$ cat src/rtl/pipe_reg_chain_pkg.sv
// Shared sizing helpers and constants for the elastic pipeline register chain
// and its optional output skid buffer.
package pipe_reg_chain_pkg;

   localparam int SKID_DEPTH = 2;

   function automatic int idxWidth(input int depth);
      return (depth <= 1) ? 1 : $clog2(depth);
   endfunction

   // Enough bits to count every stage plus both skid entries.
   function automatic int occWidth(input int depth);
      return $clog2(depth + SKID_DEPTH + 1);
   endfunction

endpackage

$ cat src/rtl/pipe_skid_buf.sv
// Two-entry output FIFO whose upstream ready depends only on its registered
// fill count, so downstream ready never reaches the chain combinationally.
module pipe_skid_buf
   import pipe_reg_chain_pkg::*;
#(
   parameter int WIDTH = 32
) (
   input  logic                             clk,
   input  logic                             rst_n,
   input  logic                             i_valid,
   output logic                             o_ready,
   input  logic [WIDTH-1:0]                 i_data,
   output logic                             o_valid,
   input  logic                             i_ready,
   output logic [WIDTH-1:0]                 o_data,
   output logic [idxWidth(SKID_DEPTH):0]    o_count
);

   localparam int PTR_W = idxWidth(SKID_DEPTH);

   logic [WIDTH-1:0] r_mem [SKID_DEPTH];
   logic [PTR_W-1:0] r_wrPtr;
   logic [PTR_W-1:0] r_rdPtr;
   logic [PTR_W:0]   r_count;
   logic             w_push;
   logic             w_pop;

   assign o_ready = (r_count < (PTR_W+1)'(SKID_DEPTH));
   assign o_valid = (r_count != '0);
   assign o_data  = r_mem[r_rdPtr];
   assign o_count = r_count;
   assign w_push  = i_valid && o_ready;
   assign w_pop   = o_valid && i_ready;

   always_ff @(posedge clk or negedge rst_n) begin
      if (!rst_n) begin
         r_wrPtr <= '0;
         r_rdPtr <= '0;
         r_count <= '0;
      end else begin
         if (w_push)
            r_wrPtr <= r_wrPtr + PTR_W'(1);
         if (w_pop)
            r_rdPtr <= r_rdPtr + PTR_W'(1);
         case ({w_push, w_pop})
            2'b10:   r_count <= r_count + (PTR_W+1)'(1);
            2'b01:   r_count <= r_count - (PTR_W+1)'(1);
            default: r_count <= r_count;
         endcase
      end
   end

   // Payload storage carries no reset; only the count decides what is live.
   always_ff @(posedge clk) begin
      if (w_push)
         r_mem[r_wrPtr] <= i_data;
   end

endmodule

$ cat src/rtl/pipe_reg_chain.sv
// DEPTH elastic pipeline registers with valid/ready handshake, bubble
// collapsing, per-stage flush and an optional registered-ready output skid.
module pipe_reg_chain
   import pipe_reg_chain_pkg::*;
#(
   parameter int WIDTH = 32,
   parameter int DEPTH = 4,
   parameter int SKID  = 0,
   parameter int CNT_W = 16
) (
   input  logic                         clk,
   input  logic                         rst_n,
   input  logic                         in_valid,
   output logic                         in_ready,
   input  logic [WIDTH-1:0]             in_data,
   output logic                         out_valid,
   input  logic                         out_ready,
   output logic [WIDTH-1:0]             out_data,
   input  logic                         flush,
   input  logic [DEPTH-1:0]             flush_mask,
   output logic [occWidth(DEPTH)-1:0]   occupancy,
   output logic [CNT_W-1:0]             stall_cnt
);

   localparam int OCC_W  = occWidth(DEPTH);
   localparam int SCNT_W = idxWidth(SKID_DEPTH) + 1;

   logic [DEPTH-1:0]  r_valid;
   logic [WIDTH-1:0]  r_data [DEPTH];
   logic [CNT_W-1:0]  r_stallCnt;

   logic [DEPTH:0]    w_ready;
   logic [DEPTH-1:0]  w_kill;
   logic [DEPTH-1:0]  w_loadValid;
   logic [WIDTH-1:0]  w_loadData [DEPTH];
   logic              w_tailReady;
   logic [SCNT_W-1:0] w_skidCount;
   logic [OCC_W-1:0]  w_occ;

   assign w_kill   = flush ? flush_mask : '0;
   assign in_ready = w_ready[0];

   // A stage can take a new entry when it is empty or its own entry moves on.
   always_comb begin
      w_ready        = '0;
      w_ready[DEPTH] = w_tailReady;
      for (int i = DEPTH - 1; i >= 0; i--)
         w_ready[i] = !r_valid[i] || w_ready[i+1];
   end

   // What each stage would capture: a killed predecessor arrives as a bubble.
   always_comb begin
      w_loadValid    = '0;
      w_loadValid[0] = in_valid && !w_kill[0];
      w_loadData[0]  = in_data;
      for (int i = 1; i < DEPTH; i++) begin
         w_loadValid[i] = r_valid[i-1] && !w_kill[i-1];
         w_loadData[i]  = r_data[i-1];
      end
   end

   always_ff @(posedge clk or negedge rst_n) begin
      if (!rst_n) begin
         r_valid <= '0;
      end else begin
         for (int i = 0; i < DEPTH; i++) begin
            if (w_ready[i])
               r_valid[i] <= w_loadValid[i];
            else
               r_valid[i] <= r_valid[i] && !w_kill[i];
         end
      end
   end

   always_ff @(posedge clk) begin
      for (int i = 0; i < DEPTH; i++) begin
         if (w_ready[i] && w_loadValid[i])
            r_data[i] <= w_loadData[i];
      end
   end

   generate
      if (SKID != 0) begin : g_skid
         logic w_pushValid;

         // A flushed oldest stage never enters the skid buffer.
         assign w_pushValid = r_valid[DEPTH-1] && !w_kill[DEPTH-1];

         pipe_skid_buf #(
            .WIDTH (WIDTH)
         ) u_skid (
            .clk     (clk),
            .rst_n   (rst_n),
            .i_valid (w_pushValid),
            .o_ready (w_tailReady),
            .i_data  (r_data[DEPTH-1]),
            .o_valid (out_valid),
            .i_ready (out_ready),
            .o_data  (out_data),
            .o_count (w_skidCount)
         );
      end else begin : g_direct
         // The output handshake wins over a flush of the oldest stage.
         assign w_tailReady = out_ready;
         assign out_valid   = r_valid[DEPTH-1];
         assign out_data    = r_data[DEPTH-1];
         assign w_skidCount = '0;
      end
   endgenerate

   always_comb begin
      w_occ = OCC_W'(w_skidCount);
      for (int i = 0; i < DEPTH; i++)
         w_occ = w_occ + OCC_W'(r_valid[i]);
   end

   assign occupancy = w_occ;

   always_ff @(posedge clk or negedge rst_n) begin
      if (!rst_n)
         r_stallCnt <= '0;
      else if (out_valid && !out_ready && (r_stallCnt != '1))
         r_stallCnt <= r_stallCnt + CNT_W'(1);
   end

   assign stall_cnt = r_stallCnt;

endmodule

$ cat config.mk
export PLATFORM = sky130hd
export DESIGN_NAME = pipe_reg_chain
export DESIGN_NICKNAME = d
export VERILOG_FILES = /design/src/rtl/pipe_reg_chain_pkg.sv /design/src/rtl/pipe_skid_buf.sv /design/src/rtl/pipe_reg_chain.sv
export SDC_FILE = /design/constraint.sdc
export NUM_CORES = 1
export LEC_CHECK = 0
export ABC_AREA = 1
export CAP_MARGIN = 20
export CORE_MARGIN = 4
export CORE_UTILIZATION = 47
export DETAILED_ROUTE_END_ITERATION = 8
export GPL_TIMING_DRIVEN = 0
export PLACE_DENSITY_LB_ADDON = 0.2
export RECOVER_POWER = 100
export SYNTH_ARGS = -nofsm -noshare
export SYNTH_HDL_FRONTEND = slang
export SYNTH_SLANG_ARGS = --single-unit
$ cat constraint.sdc
create_clock -name clk -period 2.63 [get_ports clk]
set_clock_uncertainty 0.15 [all_clocks]
set_input_delay 0.263 -clock clk [delete_from_list [all_inputs] [get_ports clk]]
set_output_delay 0.263 -clock clk [all_outputs]
set_load 0.01 [all_outputs]
==> metrics.md <==
| Metric | Value |
|---|---|
| Worst path max stage delay | 530 ps |
| Critical path arrival | 2100 ps |
| Drt via density | 4.71 |
| Fraction of registers with async set/reset | 13.5% |
| Share of layout cells above drive strength 1 | 10.6% |
| Die area | 12800 sq um |
| Die W | 113 um |
| Cell Rows | 38 |
| Cells after Synth | 316 |
| Lkg Pwr | 2.55 nW |
| Number of global-route vias before repair | 2838 |
| Final net count | 476 |
| Global-route met2 utilization | 23.4% |
| H-Tree Depth | 4 |
| Largest net degree at the start of global routing | 34 |
| CP required | 2220 ps |
| CTS tree | built |
| Max Buffers Root-to-Sink | 2 |
| Die Y-Extent | 113 um |
| Post-DP Area | 6360 sq um |
| Root buffer cell | clkbuf_8 |
| Core Area | 10800 sq um |
| CTS sink cnt | 148 |
| Final hold vios | 0 |
| Rel. slew slack | 37.1% |
| Top Usage Layer GRT | met2 |
| Synth cell types | 22 |
| Power Total | 5.64 mW |
| Synth area leaders | edfxtp_1 (74%), dfrtp_1 (9.7%), nand2_1 (4.3%), inv_1 (2.0%), nor2_1 (1.4%) |
| # DRC | 0 |
| CP max FO | 2 |
| Commonest cells post-synth | edfxtp_1 (128), nand2_1 (59), inv_1 (28), dfrtp_1 (20), nor2_1 (20) |
| Initial antenna violation count | 0 |
| First-pass GRT wire length | 13700 um |
| Worst hold slack | 194 ps |
| Worst Tran Pin Value | 940 ps |
| Gr usage total | 14.2% |
| Worst-path clk slew | 60 ps |
| Fmax | 398 MHz |
| Post-synth EDFFs | 128 |
| Worst hold path class | primary input to async pin |
| GP Congestion | 0.842 |
| Status | finished clean |
| Drt pass-1 iters | 5 |
| Post-synth top flop | edfxtp_1 |
| Total number of vias | 2748 |
| Startpoint types | flip-flop |
| Port bufs | 93 |
| Worst-path cell chain | inv_1 -> fa_1 -> inv_1 -> ha_1 -> ha_1 -> dlygate4sd2_1 |
| Initial DRC Count | 126 |
| TritonCTS buffer count | 17 |
| CP max stage cell | fa_1 |
| Crit Path Class | flip-flop to output port |
| Util after Layout | 63.2% |
| Worst skew pair latency | 510 ps |
| Unrepaired setup endpoints after global routing | false |
| DP HPWL | 5790 um |
| Worst reg2reg path depth | 7 |
| Setup violators final | 0 |
| Routed wire length | 8320 um |
| Seq/Total Area, Yosys | 83.8% |
| Yosys reg bits | 148 |
| Hold_buf cts | 0 |
| Warnings, synthesis | 0 |
| GR Overflow Total | 0 |
| Fill cells | 832 |
| Grt met3 use | 4.44% |
| Share of the synthesized area in the top cell type | 74.2% |
| GR Layer Usage met1 | 17.1% |
| Io pins | 94 |
| Antenna cells | 0 |
| VDD IR max | 0.000408 V |
| Synth Cell Area | 5180 sq um |
| Final min period | 2510 ps |
| Synth Net Count | 361 |
| Drt wl/cell | 14.2 um |
| Count leader, synth | edfxtp_1 |
| Fin area | 6820 sq um |
| Final Cycle Share | 95.5% |
| P&R area growth vs syn | 31.7% |
| Starting density of the core | 48.0% |
| PwrDens | 827 nW/um^2 |
| Antenna Violating Nets Remaining | 0 |
| Max cap viols | 0 |
| Cell accounting for the most synthesized area | edfxtp_1 |
| Syn Area/Cell | 16.4 sq um |
| CP Capture Type | output port |
| Final Max Tran Viols | 0 |
flip-flops by register name, summed over array words and instances, names as in the netlist:
name / flops
r_data: 128
r_valid: 4
stall_cnt: 16
through the flow:
stage | setup WS (ps) | TNS [ps] | std cells
6_report | 117 | 0 | 584
4_1_cts | 21.9 | 0 | 584
3_3_place_gp | -363 | -17940 | 549
2_1_floorplan | 364 | 0 | 316
5_1_grt | 4.93 | 0 | 584
3_5_place_dp | 33.7 | 0 | 551
worst max-delay path: cells and delay by family (launching register included):
family / cells / cell delay (ps)
adder cells (fa/ha/maj): 3 / 870
flip-flops: 1 / 340
buffers and inverters: 3 / 380
per-layer routing:
layer  up-vias  share of wire (%)
li1       1351                  -
met1      1291                 41
met2        89                 51
met3        17                5.4
met4         0                2.3
met5         -                  0
repair_timing:
item / 4_1_cts / 5_1_grt
setup endpoints to repair: 3 / 1
gates resized for setup: 4 / 1
setup buffers: 1 / 0
layout make-up:
class | instances | area [sq um] | share of cell area (%)
well taps | 140 | 175 | 2.57
clock buffers | 20 | 425 | 6.23
inverters | 28 | 105 | 1.54
plain buffers | 1 | 5.00 | 0.0733
multi-input cells | 139 | 702 | 10.3
flip-flops and latches | 148 | 4340 | 63.7
clock inverters | 12 | 131 | 1.93
repair buffers | 96 | 936 | 13.7
path summary, 6_finish.rpt:
check	startpoint	endpoint	slack [ps]
max reg2reg	r_valid[3]	r_data[1][24]	300
max in group asynchronous	rst_n	r_valid[2]	1560
min reg2reg	r_data[0][28]	r_data[1][28]	260
min	rst_n	stall_cnt[8]	190
max	r_valid[3]	occupancy[2]	120
min in group clk	in_valid	r_valid[0]	200
cells by family after synthesis:
logic type               share of synthesized area, %
adder cells (fa/ha/maj)                          1.11
XOR/XNOR                                        0.507
AND/OR/NAND/NOR                                  10.6
flip-flops                                       83.8
buffers and inverters                            2.25
AO/OA/AOI/OAI                                    1.64
where the power goes:
group | internal, mW | leakage, nW | switching, mW
Combinational | 0.249 | 0.835 | 0.290
Clock | 1.35 | 0.263 | 0.866
Sequential | 2.76 | 1.46 | 0.130
cells in the final DEF, fill, tap and decap left out:
master	n
or2_2	1
nor2b_1	1
nand2_4	1
nand3_1	12
o21ai_0	9
nor3_1	1
inv_6	1
clkdlybuf4s50_1	8
ha_1	3
o21ai_2	3
xnor2_1	3
clkbuf_2	3
dlygate4sd3_1	82
nand2_1	62
clkinv_2	2
nand4_1	6
edfxtp_1	128
nor2_4	3
dlygate4sd2_1	2
nor2_2	2
clkbuf_16	16
inv_1	28
clkbuf_1	5
a21oi_1	2
dfrtp_1	20
clkbuf_8	1
clkinvlp_4	3
nand3b_1	2
nor2_1	21
clkinv_4	3
fa_1	1
nand2_2	6
bufinv_16	2
clkinv_1	1
(Power assumes the default switching activity.)
